`config.mk`:
```
export PLATFORM = sky130hd
export DESIGN_NAME = z_csa_seq_ctrl
export DESIGN_NICKNAME = d
export VERILOG_FILES = /design/src/rtl/z_csa_seq_ctrl.sv
export SDC_FILE = /design/constraint.sdc
export NUM_CORES = 1
export LEC_CHECK = 0
export ABC_AREA = 0
export BUFFER_PORTS_ARGS = -buffer_cell sky130_fd_sc_hd__buf_2
export CAP_MARGIN = 25
export CORE_MARGIN = 8
export CORE_UTILIZATION = 50
export CTS_BUF_LIST = sky130_fd_sc_hd__clkbuf_4 sky130_fd_sc_hd__clkbuf_8
export DETAILED_ROUTE_END_ITERATION = 12
export PLACE_DENSITY_LB_ADDON = 0.1
export REMOVE_ABC_BUFFERS = 1
export SLEW_MARGIN = 20
export SYNTH_ARGS = -nofsm -noshare
export SYNTH_HDL_FRONTEND = slang
export SYNTH_SLANG_ARGS = --single-unit
export TNS_END_PERCENT = 100
```
`constraint.sdc`:
```
create_clock -name clk -period 2.5 [get_ports clk]
set_input_delay 0.375 -clock clk [delete_from_list [all_inputs] [get_ports clk]]
set_output_delay 0.375 -clock clk [all_outputs]
set_load 0.05 [all_outputs]
```
`src/rtl/z_csa_seq_ctrl.sv`:
```
`default_nettype none
// ==================================================================================
// z_csa_seq_ctrl: walks a K*M-bit addition through one shared M-bit adder stage.
// Revision: 1.0
// ==================================================================================
module z_csa_seq_ctrl #(
  parameter int K = 8,
  parameter int M = 4,
  localparam int N = K * M
) (
  input  logic         clk,
  input  logic         rst_n,
  input  logic         start,
  input  logic         abort,
  input  logic [N-1:0] a,
  input  logic [N-1:0] b,
  input  logic         c_in,
  output logic         busy,
  output logic         done,
  output logic [N-1:0] sum,
  output logic         c_out,
  output logic [M-1:0] stg_a,
  output logic [M-1:0] stg_b,
  output logic         stg_cin,
  input  logic [M-1:0] stg_sum,
  input  logic         stg_cout
);

  localparam int IDXW = (K > 1) ? $clog2(K) : 1;
  localparam logic [IDXW-1:0] C_LAST_IDX = IDXW'(K - 1);

  localparam logic [1:0] S_IDLE = 2'd0;
  localparam logic [1:0] S_RUN  = 2'd1;
  localparam logic [1:0] S_DONE = 2'd2;

  logic [1:0]      state_q, state_d;
  logic [IDXW-1:0] idx_q, idx_d;
  logic            carry_q, carry_d;
  logic [N-1:0]    a_q, a_d;
  logic [N-1:0]    b_q, b_d;
  logic [N-1:0]    sum_q, sum_d;
  logic            c_out_q, c_out_d;
  logic            accept;

  // A request is accepted only from IDLE or DONE; DONE acceptance gives back-to-back operation.
  assign accept = start && ((state_q == S_IDLE) || (state_q == S_DONE));

  always_comb begin
    state_d = state_q;
    idx_d   = idx_q;
    carry_d = carry_q;
    a_d     = a_q;
    b_d     = b_q;
    sum_d   = sum_q;
    c_out_d = c_out_q;
    case (state_q)
      S_RUN: begin
        if (abort) begin
          state_d = S_IDLE;
          idx_d   = '0;
        end else begin
          sum_d[int'(idx_q) * M +: M] = stg_sum;
          carry_d = stg_cout;
          if (idx_q == C_LAST_IDX) begin
            c_out_d = stg_cout;
            idx_d   = '0;
            state_d = S_DONE;
          end else begin
            idx_d = idx_q + 1'b1;
          end
        end
      end
      S_IDLE, S_DONE: begin
        if (accept) begin
          a_d     = a;
          b_d     = b;
          carry_d = c_in;
          idx_d   = '0;
          state_d = S_RUN;
        end else begin
          state_d = S_IDLE;
        end
      end
      default: begin
        state_d = S_IDLE;
        idx_d   = '0;
      end
    endcase
  end

  always_ff @(posedge clk or negedge rst_n) begin
    if (!rst_n) begin
      state_q <= S_IDLE;
      idx_q   <= '0;
      carry_q <= 1'b0;
      a_q     <= '0;
      b_q     <= '0;
      sum_q   <= '0;
      c_out_q <= 1'b0;
    end else begin
      state_q <= state_d;
      idx_q   <= idx_d;
      carry_q <= carry_d;
      a_q     <= a_d;
      b_q     <= b_d;
      sum_q   <= sum_d;
      c_out_q <= c_out_d;
    end
  end

  assign busy    = (state_q == S_RUN);
  assign done    = (state_q == S_DONE);
  assign sum     = sum_q;
  assign c_out   = c_out_q;
  assign stg_a   = busy ? a_q[int'(idx_q) * M +: M] : '0;
  assign stg_b   = busy ? b_q[int'(idx_q) * M +: M] : '0;
  assign stg_cin = busy & carry_q;

endmodule
`default_nettype wire

```
### Word level (Yosys, flattened, before mapping)

Index checks and enable logic that the tools add are counted.

| storage, ports and cells | value |
|---|---|
| register bits after elaboration | 103 |
| input port bits | 74 |
| word-level logic and storage cells | 44 |

| cells by class | value |
|---|---|
| $add $sub $neg | 2 |
| equal/unequal tests | 6 |
| shift operators | 4 |
| mux-type cells | 14 |
| bitwise logic cells | 2 |
| reductions and logical operators | 9 |

Operators with widths:

| operator | number |
|---|---|
| indexed part select 32 x 6 -> 4 bit | 2 |
| negation 5 -> 33 bit | 1 |
| variable shift 4 x 33 -> 32 bit, first input constant | 1 |
| indexed part select 4 x 33 -> 32 bit | 1 |
| bitwise mux 32 bit | 1 |
| two-way mux 3 bit | 3 |
| two-way mux 4 bit | 2 |
| one-hot mux 3 bit (2 select lines) | 1 |
| AND reduction 3 bit | 2 |
| two-way mux 2 bit | 2 |
| inequality test 2 bit, second input constant | 2 |
| one-hot mux 2 bit (2 select lines) | 1 |
| AND reduction 2 bit | 2 |
| adder 3 x 1 -> 3 bit, second input constant | 1 |
| equality test 3 bit, second input constant | 1 |
| two-way mux 1 bit | 3 |
| inequality test 3 x 2 -> 1 bit, second input constant | 1 |
| equality test 2 x 1 -> 1 bit, second input constant | 1 |
| equality test 2 bit, second input constant | 1 |
| logical NOT 2 bit | 1 |
| one-hot mux 1 bit (2 select lines) | 1 |
| nonzero test 2 bit | 1 |
| OR reduction 2 bit | 1 |
| AND 1 bit | 1 |
| 3 further kinds | 3 |

### Logic depth before layout (Yosys ltp)

Gate-level depths: netlist of run 1.

| logic depth | value |
|---|---|
| word-level depth | 5 |
| depth in mapped cells | 8 |

### Worst setup path after synthesis of run 1

No wires, ideal clock.

| path | value |
|---|---|
| kind | register -> output |
| from | register state_q[0] |
| to | output stg_a[2] |
| arrival | 2.411 ns |
| required time | 2.125 ns |
| path slack | -0.286 ns |
| stages on the path, launching flop included | 5 |
| buffers on the path | 1 |
| path through | dfrtp_1 -> nor2b_1 -> clkbuf_1 -> o21ai_0 -> nor3_1 |

| on the way | value |
|---|---|
| word-level cells in the longest chain between the ends | 2 |

Ends and longest elaborated chain:

| item | RTL line | text |
|---|---|---|
| start: declaration | 36 | `logic [1:0] state_q, state_d;` |
| start signal: assignment | 101 | `state_q <= state_d;` |
| equality test 2 x 1 -> 1 bit | 111 | `assign busy = (state_q == S_RUN);` |
| net busy | 18 | `output logic busy,` |
| two-way mux 4 bit | 115 | `assign stg_a = busy ? a_q[int'(idx_q) * M +: M] : '0;` |
| end: declaration | 22 | `output logic [M-1:0] stg_a,` |

The timed path passes the listed nets, and every way through them passes these cells.

### Worst setup path in the final report of run 1

| path | value |
|---|---|
| from | register idx_q[1] |
| to | output stg_a[2] |

| on the way | value |
|---|---|
| word-level cells in the longest chain between the ends | 2 |

Ends and longest elaborated chain:

| item | RTL line | text |
|---|---|---|
| start: declaration | 37 | `logic [IDXW-1:0] idx_q, idx_d;` |
| start signal: assignment | 102 | `idx_q <= idx_d;` |
| indexed part select 32 x 6 -> 4 bit | 115 |  |
| two-way mux 4 bit | 115 |  |

Every way passes these cells.

==> metrics.cfg, run 1 <==
[outcome]
run_status=complete, no violations

[place]
dp_slack_ns=0.295
place_congestion=0.790
io_buffers=117
dp_hpwl_um=8260

[cells_and_area]
drive_above_1_share_pct=30.0
syn2layout_area_growth_pct=19.0
antenna_cells=0
nFillCells=862
fin_nets=680

[die]
start_util_pct=50.6
die_w_um=115
die_y_um=115
die_area_mm2=0.0131
rows=36
ios=118
core_area_mm2=0.00959

[timing]
setup_slack_ns=0.134
skew_ns=0.0109
slew_headroom_pct=51.7
rsz0062_at_grt=false
fmax_mhz=423
maxSlewViolCount=0
hold_viol=0
tightest_slew_ns=0.725
holdWs_ns=0.0568
period_minus_slack_ns=2.37
min_period_over_period_pct=94.6
setup_viol=0

[synthesis]
synth_seq_area_share_pct=53.1
ys_ff_latch=103
synth_edf_count=0
yosysWarnings=0
netlist_top_cells_area=dfrtp_1 (53%), nand2_1 (16%), mux2i_1 (7.6%)
syn_area_mm2=0.00486
async_flop_share_pct=100
synth_top_cell_by_area=dfrtp_1
synth.distinct_cells=36
synth_cells=489
synth_ff_type=dfrtp_1
synth_area_per_cell_um2=9.93
yosysTopAreaCellShare_pct=53.1

[worst_setup_path]
cp_slowest_cell=dfrtp_1
worstRegToRegCells=6
crit_family=simple AND/OR/NAND/NOR gates
critical_path.endpoint=stg_a[2]
crit_buf_inv=1
critPathMaxFanout=11
required_ns=2.12
regToRegEndpoint=sum[4]$_DFFE_PN0P_
crit_path_end_kind=output port
startpoint_type=register
worstReg2RegStart=idx_q[1]$_DFFE_PN0P_
cp_slowest_stage_delay_ns=0.55
crit_cells=4
path_cells=nand2b_1 > o21ai_0 > nor3_1 > buf_2
worstSetupStartpoint=idx_q[1]$_DFFE_PN0P_
cp_data_arrival_time_ns=1.99
crit_type=register to output port
reg2reg_slack_ns=0.27

[job]
max-cap-violations=0

[power_and_ir_drop]
leakage_nw=3.20
power_density_mw_per_mm2=744
ir_drop_uv=308

[clock_network]
clock_latency_ns=0.36
numCtsBuffers=9
clk_path_buf_depth=2
clock_sinks=103
cts_root_buf=clkbuf_8
ctsHtreeMaxLevel=3
path_clk_slew_ns=0.10
postCtsResizedCells=0
cts-hold-fix-buffers=0
cts_tree=built
post_cts_buffers=0

[drt]
vias=3707
drc=0
vias_per_cell=5.03
first_pass_iters=5
wirelength_um=11400
avgRoutedWirePerCell_um=15.5
drtIter0Drc=144
postRouteAntennaNets=0

[global_route]
grt_usage_pct=17.9
grt_start_max_net_pins=57
overflow=0
grt_pass1_vias=3830
grt_first_pass_wirelength_um=18500
grt_antenna_before_repair=0

[min_path]
hold_class=primary input to asynchronous set/reset pin

[per-layer routing]
layer,wire (um),vias to the layer above,global-route usage [%]
met3,594,8,3.85
li1,-,1814,-
met5,0,-,0
met1,5160,1804,23.2
met4,97,0,5.32
met2,5540,81,29.3
[Yosys cell counts, types with 5 or more instances]
cell / count
nand2_1: 204
dfrtp_1: 103
mux2i_1: 37
o22ai_1: 15
mux2_2: 14
inv_1: 12
mux2_4: 12
and3_1: 9
buf_1: 9
clkbuf_1: 8
ha_1: 7
o21a_1: 7
nor2b_1: 6
and2_1: 5
buf_2: 5
[layout by cell type (no fill, tap or decap), drive strengths merged]
cell type	netlist	layout
nand2b	4	4
nand2	204	204
or2	1	1
nor3b	2	2
nand3	4	4
o21a	7	7
a21oi	1	1
and3	9	9
mux2	28	28
o32ai	1	1
mux2i	37	37
nor2	4	4
nor3	2	2
clkbuf	8	12
o22ai	15	15
clkinv	0	2
inv	12	13
and4bb	3	3
a22o	1	1
ha	7	7
nor2b	6	6
clkinvlp	0	1
and2	5	5
nand4	1	1
buf	18	125
o21ai	3	3
dfrtp	103	103
a211oi	1	1
nor4b	1	1
o31a	1	1
[metrics by stage]
step / cell area, um^2 / setup TNS [ns] / total power, mW / util, % / instances
final: 5780 / 0 / 4.30 / 60.3 / 737
after global routing: 5780 / 0 / 4.57 / 60.3 / 737
after CTS: 5780 / 0 / 4.34 / 60.3 / 737
after detailed placement: 5600 / 0 / 3.37 / 58.3 / 721
after global placement: 5600 / 0 / 3.33 / 58.3 / 721
after floorplan: 4730 / -32.96 / 2.97 / - / 463
[cell families (layout without fill, tap and decap cells)]
| group | after synthesis | in the layout | synth area share (%) |
|---|---|---|---|
| simple gates | 246 | 246 | 22.5 |
| flops | 103 | 103 | 53.1 |
| mux | 65 | 65 | 15.0 |
| buf+inv | 38 | 153 | 3.45 |
| compound gates | 30 | 30 | 4.12 |
| fa+ha+maj | 7 | 7 | 1.80 |
[sequential cells by signal, indices dropped and copies added, names as in the netlist]
signal	count
carry_q	1
c_out	1
b_q	32
sum	32
state_q	2
idx_q	3
a_q	32
[worst min-delay path by stage]
| stage | end | cells after the start | slack (ns) | start |
|---|---|---|---|---|
| 3_5_place_dp | a_q[17]$_DFFE_PN0N_ | 2 | 0.46 | a_q[17]$_DFFE_PN0N_ |
| 4_1_cts | carry_q$_DFFE_PN0P_ | 1 | 0.09 | rst_n |
| 6_report | carry_q$_DFFE_PN0P_ | 1 | 0.06 | rst_n |
| 2_1_floorplan | a_q[0]$_DFFE_PN0N_ | 0 | 0.08 | rst_n |
| 3_3_place_gp | a_q[10]$_DFFE_PN0N_ | 2 | 0.46 | a_q[10]$_DFFE_PN0N_ |
| 5_1_grt | carry_q$_DFFE_PN0P_ | 1 | 0.12 | rst_n |
[area by class of cell]
type | count | area, um^2 | area share (%)
inverter | 12 | 45.0 | 0.779
clock buffer | 12 | 153 | 2.64
timing repair buffer | 125 | 686 | 11.9
sequential | 103 | 2580 | 44.6
clock inverter | 4 | 30.0 | 0.519
tap | 133 | 166 | 2.88
multi-input combinational | 348 | 2120 | 36.7
[power breakdown]
part	leakage (nW)	internal (mW)	switching, mW
clock network	0.0938	0.417	0.567
logic	1.80	0.430	0.804
registers	1.30	1.93	0.155
Power figures use the tool's default switching activity.
==> inputs of run 2 (changes only) <==
--- a/config.mk
+++ b/config.mk
@@ -8,6 +8,7 @@
 export ABC_AREA = 0
 export BUFFER_PORTS_ARGS = -buffer_cell sky130_fd_sc_hd__buf_2
 export CAP_MARGIN = 25
+export CORE_ASPECT_RATIO = 1.2
 export CORE_MARGIN = 8
 export CORE_UTILIZATION = 50
 export CTS_BUF_LIST = sky130_fd_sc_hd__clkbuf_4 sky130_fd_sc_hd__clkbuf_8
==> metrics.cfg, run 2 (synthesis gave the netlist of run 1 again) <==
[worst_setup_path]
regToRegEndpoint=sum[10]$_DFFE_PN0P_
reg2reg_slack_ns=0.29  ; +0.02 ns
worstRegToRegCells=6  ; unchanged
cp_data_arrival_time_ns=1.97  ; -0.02 ns
worstReg2RegStart=idx_q[1]$_DFFE_PN0P_
worstSetupStartpoint=idx_q[1]$_DFFE_PN0P_
critPathMaxFanout=11  ; unchanged
crit_type=register to output port
startpoint_type=register
required_ns=2.12  ; about the same
crit_path_end_kind=output port

[die]
start_util_pct=51.3  ; +0.68 points
die_w_um=106  ; -7.5%
rows=39  ; +8.3%
die_y_um=124  ; +8.2%
die_area_mm2=0.0131  ; +0.10%
core_area_mm2=0.00947  ; -1.3%
ios=118  ; unchanged

[place]
dp_slack_ns=0.311  ; +0.0157 ns
io_buffers=117  ; unchanged
dp_hpwl_um=8270  ; about the same
place_congestion=0.804  ; +1.8%

[timing]
period_minus_slack_ns=2.35  ; -0.0199 ns
maxSlewViolCount=0  ; unchanged
tightest_slew_ns=0.648  ; -0.0769 ns
min_period_over_period_pct=93.8  ; -0.80 points
fmax_mhz=426  ; +0.85%
holdWs_ns=0.181  ; +0.124 ns
rsz0062_at_grt=false
setup_slack_ns=0.154  ; +0.0199 ns
skew_ns=0.00786  ; -0.00302 ns
slew_headroom_pct=56.8  ; +5.1 points
hold_viol=0  ; unchanged
finalSetupTns_ns=0  ; unchanged
setup_viol=0  ; unchanged

[cells_and_area]
final_cell_mix=nand2_1 (204), buf_2 (116), dfrtp_1 (102), mux2i_1 (37), o22ai_1 (15)
regArea_mm2=0.00258  ; unchanged
syn2layout_area_growth_pct=19.7
antenna_cells=0  ; unchanged
fin_util_pct=61.4  ; +1.2 points
mostFrequentLayoutCell=nand2_1
multi_input_area_mm2=0.00213  ; +0.24%
fin_nets=682  ; +0.29%
drive_above_1_share_pct=30.2  ; +0.28 points
nFillCells=848  ; -1.6%

[drt]
wirelength_um=11400  ; +0.23%
vias_per_cell=4.93  ; -1.9%
avgRoutedWirePerCell_um=15.7  ; +1.5%
vias=3592  ; -3.1%
postRouteAntennaNets=0  ; unchanged
drc=0  ; unchanged
drtIter0Drc=146  ; +1.4%
first_pass_iters=4  ; -1

[power_and_ir_drop]
power_density_mw_per_mm2=770  ; +3.4%
ir_drop_uv=425  ; +38%
fin_total_pwr_mw=4.48  ; +4.0%
leakage_nw=3.22  ; +0.61%

[clock_network]
path_clk_slew_ns=0.09  ; about the same
clk_path_buf_depth=2  ; unchanged
numCtsBuffers=9  ; unchanged
ctsHtreeMaxLevel=3  ; unchanged
clock_latency_ns=0.37  ; about the same
clock_sinks=103  ; unchanged
cts_tree=built
cts_root_buf=clkbuf_8

[outcome]
run_status=complete, no violations

[global_route]
grt_start_max_net_pins=79  ; +39%
grt_usage_pct=18.2  ; +0.25 points
grt_first_pass_wirelength_um=18900  ; +1.8%
overflow=0  ; unchanged
grt_pass1_vias=3847  ; +0.44%
grt_antenna_before_repair=0  ; unchanged

[min_path]
hold_path_depth=3
hold_end=a_q[19]$_DFFE_PN0N_
hold_class=primary input to register
min_from=a[19]

[job]
max-cap-violations=0  ; unchanged

[run 2: changes by cell type in the layout (fill, tap and decap cells not counted), sizes merged]
cell,delta
buf,+1
bufinv,+2
clkinv,-2
dlygate4sd3,+1
inv,-1
[run 2: how the worst max path moves through the flow]
stage	to	depth (start not counted)
detailed placement	sum[10]$_DFFE_PN0P_	6
CTS	stg_a[2]	4
floorplan	stg_a[2]	3
finish	stg_b[2]	4
global placement	sum[8]$_DFFE_PN0P_	6
global route	stg_b[2]	4
[run 2: worst max-delay path: stages, from the launching register on]
cell and delay, ns:
dfrtp_1 0.50, or2_2 0.46, o22ai_1 0.22, o21a_1 0.16
buf_2 0.25
[run 2: what timing repair did]
item | in CTS | in global routing
setup endpoints to repair | 0 | 1
resized for setup | 0 | 2
hold endpoints to repair | 25 | 0
setup buffers | 0 | 0
hold buffers | 1 | 0
[run 2: through the flow]
stage                     cells  area [um^2]
after floorplan             463         4730
after global placement      712         5580
after detailed placement    712         5580
after CTS                   728         5810
after global routing        728         5820
final                       728         5820
[run 2: area by class of cell]
type	count	area share, %
timing repair buffer	127	11.9
clock inverter	3	1.16
tap	123	2.65
clock buffer	12	2.62
multi-input combinational	348	36.6
inverter	12	0.775
sequential	103	44.3
[run 2: power breakdown]
part	switching (mW)	leakage, nW	internal, mW
logic	0.805	1.81	0.432
registers	0.144	1.30	1.93
clock network	0.557	0.110	0.609
total	1.51	3.22	2.97
[run 2: layer usage]
layer	track usage [%]	part of all wire, %	routed length, um
met1	22.2	43	4900
met2	29.7	50	5660
met3	4.50	5.6	643
met4	8.72	1.9	213
met5	0	0	0
